**src/rtl/mult_pkg.sv**
```systemverilog
// Shared types and helpers for the sequential radix-2 Booth multiplier.
package mult_pkg;

    typedef enum logic [1:0] {
        IDLE = 2'd0,
        RUN  = 2'd1,
        DONE = 2'd2
    } state_e;

    typedef enum logic [1:0] {
        OP_NOP = 2'd0,
        OP_ADD = 2'd1,
        OP_SUB = 2'd2
    } booth_op_e;

    // Radix-2 Booth recoding of the current multiplier bit pair {q[0], q_1}.
    function automatic booth_op_e booth_op(input logic q0, input logic q_1);
        booth_op_e op;
        case ({q0, q_1})
            2'b01:   op = OP_ADD;
            2'b10:   op = OP_SUB;
            default: op = OP_NOP;
        endcase
        return op;
    endfunction

    localparam int unsigned MAX_SIGNED_W = 64;

    // Largest / smallest two's complement value representable in w bits (w <= 64).
    function automatic logic signed [MAX_SIGNED_W-1:0] signed_max(input int unsigned w);
        return (64'sd1 <<< (w - 1)) - 64'sd1;
    endfunction

    function automatic logic signed [MAX_SIGNED_W-1:0] signed_min(input int unsigned w);
        return -(64'sd1 <<< (w - 1));
    endfunction

endpackage

```
**src/rtl/booth_addsub.sv**
```systemverilog
// One Booth step's add/subtract stage; subtraction uses acc + ~mcand + 1.
module booth_addsub
    import mult_pkg::*;
#(
    parameter int unsigned W = 33
) (
    input  logic [W-1:0] acc_i,
    input  logic [W-1:0] mcand_i,
    input  booth_op_e    op_i,
    output logic [W-1:0] next_acc_o
);

    logic [W-1:0] b_op;
    logic         cin;

    always_comb begin
        b_op = '0;
        cin  = 1'b0;
        case (op_i)
            OP_ADD: begin
                b_op = mcand_i;
                cin  = 1'b0;
            end
            OP_SUB: begin
                b_op = ~mcand_i;
                cin  = 1'b1;
            end
            default: begin
                b_op = '0;
                cin  = 1'b0;
            end
        endcase
        next_acc_o = acc_i + b_op + W'(cin);
    end

endmodule

```
**src/rtl/booth_seq_multiplier.sv**
```systemverilog
// Multi-cycle signed radix-2 Booth multiplier, WIDTH x WIDTH -> 2*WIDTH,
// one add/sub per cycle, valid/ready on operand and result sides.
module booth_seq_multiplier
    import mult_pkg::*;
#(
    parameter int unsigned WIDTH = 32,
    parameter int unsigned CNT_W = $clog2(WIDTH + 1)
) (
    input  logic                 clk,
    input  logic                 rst_n,
    input  logic                 in_valid,
    output logic                 in_ready,
    input  logic [WIDTH-1:0]     A,
    input  logic [WIDTH-1:0]     B,
    output logic                 out_valid,
    input  logic                 out_ready,
    output logic [2*WIDTH-1:0]   P,
    output logic                 posOverflow,
    output logic                 negOverflow
);

    localparam int unsigned AW = WIDTH + 1;
    localparam int unsigned PW = 2 * WIDTH;

    state_e           state_q, state_d;
    logic [AW-1:0]    acc_q, acc_d;
    logic [AW-1:0]    mcand_q, mcand_d;
    logic [WIDTH-1:0] q_q, q_d;
    logic             q1_q, q1_d;
    logic [CNT_W-1:0] cnt_q, cnt_d;
    logic [PW-1:0]    p_q, p_d;
    logic             pos_q, pos_d;
    logic             neg_q, neg_d;
    logic             in_ready_q, in_ready_d;
    logic             out_valid_q, out_valid_d;

    booth_op_e        op_c;
    logic [AW-1:0]    sum_c;
    logic [AW-1:0]    acc_sh_c;
    logic [WIDTH-1:0] q_sh_c;
    logic [PW-1:0]    prod_c;
    logic [WIDTH:0]   prod_hi_c;

    assign op_c = booth_op(q_q[0], q1_q);

    booth_addsub #(
        .W (AW)
    ) u_addsub (
        .acc_i      (acc_q),
        .mcand_i    (mcand_q),
        .op_i       (op_c),
        .next_acc_o (sum_c)
    );

    // Arithmetic right shift of {sum, q, q_1}; the final product excludes q_1.
    assign acc_sh_c  = {sum_c[AW-1], sum_c[AW-1:1]};
    assign q_sh_c    = {sum_c[0], q_q[WIDTH-1:1]};
    assign prod_c    = {acc_sh_c[WIDTH-1:0], q_sh_c};
    assign prod_hi_c = prod_c[PW-1:WIDTH-1];

    always_comb begin
        state_d = state_q;
        acc_d   = acc_q;
        mcand_d = mcand_q;
        q_d     = q_q;
        q1_d    = q1_q;
        cnt_d   = cnt_q;
        p_d     = p_q;
        pos_d   = pos_q;
        neg_d   = neg_q;

        case (state_q)
            IDLE: begin
                if (in_valid && in_ready_q) begin
                    acc_d   = '0;
                    mcand_d = {A[WIDTH-1], A};
                    q_d     = B;
                    q1_d    = 1'b0;
                    cnt_d   = '0;
                    state_d = RUN;
                end
            end
            RUN: begin
                acc_d = acc_sh_c;
                q_d   = q_sh_c;
                q1_d  = q_q[0];
                cnt_d = cnt_q + CNT_W'(1);
                if (cnt_q == CNT_W'(WIDTH - 1)) begin
                    state_d = DONE;
                    p_d     = prod_c;
                    pos_d   = !prod_c[PW-1] && (prod_hi_c != '0);
                    neg_d   = prod_c[PW-1] && (prod_hi_c != '1);
                end
            end
            DONE: begin
                if (out_ready) begin
                    state_d = IDLE;
                end
            end
            default: begin
                state_d = IDLE;
            end
        endcase

        in_ready_d  = (state_d == IDLE);
        out_valid_d = (state_d == DONE);
    end

    always_ff @(posedge clk) begin
        if (!rst_n) begin
            state_q     <= IDLE;
            acc_q       <= '0;
            mcand_q     <= '0;
            q_q         <= '0;
            q1_q        <= 1'b0;
            cnt_q       <= '0;
            p_q         <= '0;
            pos_q       <= 1'b0;
            neg_q       <= 1'b0;
            in_ready_q  <= 1'b1;
            out_valid_q <= 1'b0;
        end else begin
            state_q     <= state_d;
            acc_q       <= acc_d;
            mcand_q     <= mcand_d;
            q_q         <= q_d;
            q1_q        <= q1_d;
            cnt_q       <= cnt_d;
            p_q         <= p_d;
            pos_q       <= pos_d;
            neg_q       <= neg_d;
            in_ready_q  <= in_ready_d;
            out_valid_q <= out_valid_d;
        end
    end

    assign in_ready    = in_ready_q;
    assign out_valid   = out_valid_q;
    assign P           = p_q;
    assign posOverflow = pos_q;
    assign negOverflow = neg_q;

endmodule
```
**config.mk**
```make
export PLATFORM = sky130hd
export DESIGN_NAME = booth_seq_multiplier
export DESIGN_NICKNAME = d
export VERILOG_FILES = /design/src/rtl/mult_pkg.sv /design/src/rtl/booth_addsub.sv /design/src/rtl/booth_seq_multiplier.sv
export SDC_FILE = /design/constraint.sdc
export NUM_CORES = 1
export LEC_CHECK = 0
export BUFFER_PORTS_ARGS = -buffer_cell sky130_fd_sc_hd__buf_2
export CAP_MARGIN = 25
export CELL_PAD_IN_SITES_DETAIL_PLACEMENT = 0
export CELL_PAD_IN_SITES_GLOBAL_PLACEMENT = 1
export CORE_ASPECT_RATIO = 1.5
export CORE_MARGIN = 3
export CORE_UTILIZATION = 45
export DETAILED_ROUTE_END_ITERATION = 8
export PLACE_DENSITY = 0.84
export RECOVER_POWER = 50
export SYNTH_ARGS = -nofsm -noshare
export SYNTH_HDL_FRONTEND = slang
export SYNTH_SLANG_ARGS = --single-unit
```
**constraint.sdc**
```tcl
create_clock -name clk -period 6.1 [get_ports clk]
set_input_delay 0.61 -clock clk [delete_from_list [all_inputs] [get_ports clk]]
set_output_delay 0.61 -clock clk [all_outputs]
set_load 0.1 [all_outputs]
```
**After elaboration in Yosys (flattened, before gate mapping)**

Cells that the tools add are included.

- Output and inout port bits: 68
- Register bits after elaboration: 174
- Word-level logic and storage cells: 51
- Input bits: 68

- Muxes and demuxes: 15
- Equality and inequality tests: 10
- Add/sub/neg operators: 3
- Reduce and logical (&&, ||, !) cells: 11
- Bitwise logic cells: 1

Operators with widths:

| operator | count |
|---|---|
| $pmux W33 S2 | 2 |
| $pmux W32 S2 | 1 |
| $add A33 B1 Y33 | 1 |
| $add A33 B33 Y33 | 1 |
| $mux W33 | 1 |
| $ne A33 B33 Y1 const B | 1 |
| $not A33 Y33 | 1 |
| $reduce_bool A33 Y1 | 1 |
| $mux W32 | 1 |
| $pmux W6 S2 | 1 |
| $eq A2 B2 Y1 const B | 4 |
| $add A6 B1 Y6 const B | 1 |
| $eq A2 B1 Y1 const B | 3 |
| $eq A6 B5 Y1 const B | 1 |
| $mux W2 | 3 |
| $mux W6 | 1 |
| $pmux W2 S3 | 1 |
| $reduce_and A2 Y1 | 3 |
| $logic_not A2 Y1 | 2 |
| $pmux W2 S2 | 1 |
| $logic_and A1 B1 Y1 | 3 |
| $mux W1 | 2 |
| $ne A2 B2 Y1 const B | 1 |
| $pmux W1 S2 | 1 |
| 2 further kinds | 2 |

**Longest topological paths before layout**

- Depth after elaboration: 8
- Gate-level depth with buffers: 17
- Gate-level depth less buffers: 16

**By module**

From an unflattened synthesis, not the netlist that was laid out.

- Cell total of the unflattened synthesis: 1,108
- Area, all modules: 8,749.6 µm²

Modules (own cells, without submodules):

| module | seq. area each (µm²) | instances | area an instance (µm²) | cells each |
|---|---|---|---|---|
| booth_seq_multiplier | 3,463.3 | 1 | 6,682.7 | 789 |
| booth_addsub | 0.0 | 1 | 2,067.0 | 319 |

**Least setup slack after synthesis**

OpenSTA, ideal clock, no wires.

- Kind: register to register
- From: register q1_q
- To: register neg_q (netlist: negOverflow)
- Required time: 5,970 ps
- Setup slack: 2,258 ps
- Arrival time: 3,712 ps
- Clock period less this slack: 3,842 ps
- Cell stages (with the launch flop): 18
- Buffers on the path: 2
- Library setup time: 130 ps
- Path through: dfxtp_1 > nor2b_1 > clkbuf_1 > clkbuf_1 > a21oi_1 > fa_1 > inv_1 > fa_1 > a21o_1 > a221o_1 > a21oi_4 > a311oi_1 > or4_4 > nand4bb_1 > nor4b_2 > nand4_1 > nor4_1 > a21oi_1

- Word-level cells in the longest chain between the ends: 8
- Elaborated cells on any way between the ends: 11
- Classes of those cells: add/sub: 2; eq/ne: 5; mux: 3; reduce/logical: 1

RTL lines:

| what | RTL line | RTL |
|---|---|---|
| start: declaration | booth_seq_multiplier.sv:29 | `logic q1_q, q1_d;` |
| start signal: assignment | booth_seq_multiplier.sv:127 | `q1_q <= q1_d;` |
| $eq A2 B2 Y1 or $eq A2 B1 Y1 (tied branches) | mult_pkg.sv:19 | `case ({q0, q_1})` |
| $pmux W2 S2 (*) | mult_pkg.sv:19 |  |
| $eq A2 B2 Y1 or $eq A2 B1 Y1 (tied branches) | booth_addsub.sv:19 | `case (op_i)` |
| $pmux W33 S2 | booth_addsub.sv:19 |  |
| $add A33 B33 Y33 | booth_addsub.sv:33 | `next_acc_o = acc_i + b_op + W'(cin);` |
| $add A33 B1 Y33 (*) | booth_addsub.sv:33 |  |
| $ne A33 B33 Y1 | booth_seq_multiplier.sv:92 | `neg_d = prod_c[PW-1] && (prod_hi_c != '1);` |
| $logic_and A1 B1 Y1 (*) | booth_seq_multiplier.sv:92 |  |
| end signal: assignment | booth_seq_multiplier.sv:131 | `neg_q <= neg_d;` |
| end: declaration | booth_seq_multiplier.sv:33 | `logic neg_q, neg_d;` |

Every way passes the cells marked *; elsewhere a longest branch is shown, timed or not.
A chain may end at the register's enable or synchronous reset.

**Worst setup path after layout**

- From: register state_q[0]
- To: register pos_q (netlist: posOverflow)

- Word-level cells in the longest chain between the ends: 2

RTL lines:

| what | RTL line | RTL |
|---|---|---|
| start: declaration | booth_seq_multiplier.sv:25 | `state_e state_q, state_d;` |
| start signal: assignment | booth_seq_multiplier.sv:123 | `state_q <= state_d;` |
| $eq A2 B1 Y1 | booth_seq_multiplier.sv:72 | `case (state_q)` |
| $reduce_and A2 Y1 (no line) | - |  |
| end signal: assignment | booth_seq_multiplier.sv:130 | `pos_q <= pos_d;` |
| end: declaration | booth_seq_multiplier.sv:32 | `logic pos_q, pos_d;` |

Every way passes these cells.

==> impl_metrics.toml <==
[run_status]
outcome = "complete, but fails checks"
violations = "capacitance limit, slew limit"

[detailed_routing]
drtIter0Drc = 376
drtPass1Iterations = 6
ant_nets = 0
drc = 0
wl_met1_microns = 10380
routed.top_layer = "met4"
wl_per_cell_microns = 17.14
num_vias = 8138
via_per_inst = 5.616
wl_met2_microns = 12550
drt_wl_total_microns = 24840
route.met3.wl_microns = 1328

[setup_path]
worstSetupPathType = "reg2reg"
critPathSlowestCell = "nor2b_1"
critical_path_arrival_ns = 5.42
cp.required_ns = 6.42
path_max_fanout = 37
crit_path_cell_trace = "nor2b_1 > nand3_2 > nand2_1 > nand4_1 > or4_1 > or4_1 > nor3_1 > nand4_1 > nor4b_1 > a21oi_1"
max_stage_delay_ns = 2.33
cp-end-kind = "flop"
worstSetupStartpointType = "flop"

[die]
placementRows = 61
dieArea_sq_mm = 0.02119
die_x_microns = 119.9
coreArea_sq_mm = 0.01885
die_h_microns = 176.8
io_pins = 136
initial_utilization_pct = 46.43

[clock_network]
cts_hold_buf = 0
cts_num_sinks = 173
cts_tree = "built"
post_cts_resized = 0
htreeDepth = 4
cts_root_buf = "clkbuf_16"
clockBufferDepth = 2
cts_made_buffers = 17
cts_setup_buffers = 0
clk_pin_slew_worst_paths_ns = 0.08
worst_skew_pair.late_latency_ns = 0.44

[logic_synthesis]
synthCells = 1101
ys_warn_count = 0
synth.distinct_cells = 65
syn_avg_cell_area_sq_um = 7.949
ys.flop_type = "dfxtp_1"
async_reset_ff_share_pct = 0
ys_seq_area_share_pct = 39.57
ys_ff_latch = 173
syn-cell-area_sq_mm = 0.008752
synth_nets = 1203
synth_edf_count = 0

[final_layout]
finalInstanceArea_sq_mm = 0.01007
syn_to_final_growth_pct = 15.05
fill_cells = 1942
layout-drive-gt1-share_pct = 9.942
num-nets-final = 1286
antenna_cells = 0
final_util_pct = 53.41

[power]
leakage_nw = 3.828
ir_drop_mv = 0.1857
p_per_area_mw_per_mm2 = 278.2

[placed_design]
dp_hpwl_microns = 16780
placed_area_sq_mm = 0.009525
gp_congestion = 0.9622
place.port_buffers = 135

[global_route]
grt_pass1_wl_microns = 40720
first_global_vias = 8104
grt_overflow = 0
grt_max_degree = 90
grt_antenna_before_repair = 0
track_usage_pct = 23.64

[timing]
hold_viol_final = 0
period_share_pct = 83.71
maxSlewHeadroom_pct = -107.1
setup_viol_count_final = 0
setup_tns_ns = 0
fmax_mhz = 195.8
rsz0062_at_grt = "false"
tightestPinTransition_ns = 3.100
slew_viol_final = 72
min_period_ns = 5.107
fin_worst_skew_ns = 0.01081

[flow_run]
cap_violations = 2

[hold_path]
min_path_type = "in2reg"
==> area by class of cell <==
class | instances | area [sq um] | area share (%)
Inverter | 13 | 48.80 | 0.4846
Tap cell | 252 | 315.3 | 3.131
Clock buffer | 19 | 442.9 | 4.399
Timing Repair Buffer | 144 | 673.1 | 6.685
Clock inverter | 13 | 176.4 | 1.752
Multi-Input combinational cell | 835 | 4950 | 49.15
Sequential cell | 173 | 3463 | 34.39
==> layout by cell type, fill, tap and decap left out, types with 5 or more instances in the layout <==
| master | count |
|---|---|
| a21oi_1 | 68 |
| o21a_1 | 6 |
| and2_1 | 7 |
| clkbuf_16 | 17 |
| nor3_1 | 8 |
| o211ai_1 | 5 |
| and3_1 | 7 |
| clkbuf_1 | 71 |
| xor2_1 | 11 |
| ha_1 | 32 |
| o22ai_1 | 29 |
| nand2_1 | 256 |
| nor4_1 | 5 |
| o21ai_1 | 9 |
| nand3_1 | 11 |
| inv_1 | 11 |
| o21ai_0 | 90 |
| a21o_1 | 8 |
| buf_2 | 66 |
| a211oi_1 | 5 |
| o211a_1 | 11 |
| dfxtp_1 | 173 |
| nand4_1 | 14 |
| a21boi_0 | 84 |
| o21bai_1 | 5 |
| nor2_1 | 26 |
| xnor2_1 | 14 |
| a22oi_1 | 30 |
| buf_4 | 7 |
| nor2b_1 | 35 |
==> flip-flops by register name, summed over array words and instances (netlist names) <==
signal,count
q1_q,1
negOverflow,1
posOverflow,1
out_valid,1
q_q,32
cnt_q,6
state_q,2
P,64
mcand_q,32
in_ready,1
acc_q,32
==> synthesized netlist by cell type (2+ instances only) <==
library cell	number	area share, %
a311oi_1	3	0.30
or2_2	2	0.14
xor2_1	11	1.1
a21oi_1	68	3.9
or4_1	2	0.17
nor2_1	27	1.2
nand2b_1	4	0.29
a22oi_1	30	2.6
xnor2_1	14	1.4
o21ai_0	90	5.1
o21ai_1	9	0.51
buf_1	7	0.30
and3_1	8	0.57
nand3_1	12	0.69
a31oi_1	4	0.29
o31ai_1	2	0.17
mux2i_1	2	0.23
nand4_1	14	1.0
a21o_1	8	0.69
nor3_1	8	0.46
dfxtp_1	173	40
o211ai_1	5	0.43
o211a_1	11	1.3
clkbuf_1	69	3.0
and4_1	4	0.40
o21bai_1	5	0.43
a21boi_0	84	7.2
nor4_1	5	0.36
ha_1	32	4.6
a211oi_1	5	0.43
nor4b_1	3	0.30
nand2_1	256	11
and2_1	7	0.50
o22ai_1	29	2.1
a21boi_1	4	0.34
buf_2	4	0.23
o21a_1	6	0.51
fa_1	2	0.46
nor2b_1	36	2.6
inv_1	11	0.47
==> per-stage QoR <==
step                instances  hold slack (ns)  power, mW  worst slack (ns)
floorplan                1101           0.4361      1.541             2.258
global placement         1416           0.4411      1.667             1.489
detailed placement       1416           0.4463      1.670             1.423
CTS                      1448           0.4086      2.817             1.385
global route             1449           0.4160      2.921            0.5866
finish                   1449           0.4125      2.801            0.9934
==> critical path, delay by kind of cell, from the launching register on <==
kind,cells,cell delay [ns]
compound gates,1,0.10
flops,1,0.44
simple gates,9,4.44
==> layer usage <==
metal	global-route usage [%]	vias up
met4	7.597	0
met1	27.52	3837
met2	42.48	218
met3	5.820	44
li1	-	4039
met5	0	-
==> kinds of logic after synthesis <==
logic type	Yosys count	synth area share, %
AND/OR/NAND/NOR	396	20.50
AO/OA/AOI/OAI	377	27.93
flip-flops	173	39.57
buffers and inverters	93	4.046
adder cells (fa/ha/maj)	34	5.032
XOR/XNOR	26	2.688
multiplexers	2	0.2287
==> final timing paths <==
path | end | depth (start not counted) | startpoint | slack (ns)
max | posOverflow | 10 | state_q[0] | 0.99
min | mcand_q[13] | 3 | A[13] | 0.41
min reg2reg | P[56] | 2 | P[56] | 0.46
max reg2reg | posOverflow | 10 | state_q[0] | 0.99
==> power by group <==
part | internal [mW] | total (mW) | switching [mW] | leakage (nW)
combinational | 0.157 | 0.433 | 0.277 | 2.12
sequential | 1.18 | 1.22 | 0.0363 | 1.41
clock | 0.635 | 1.15 | 0.517 | 0.301
No activity file was read; power rests on OpenSTA's default activity.
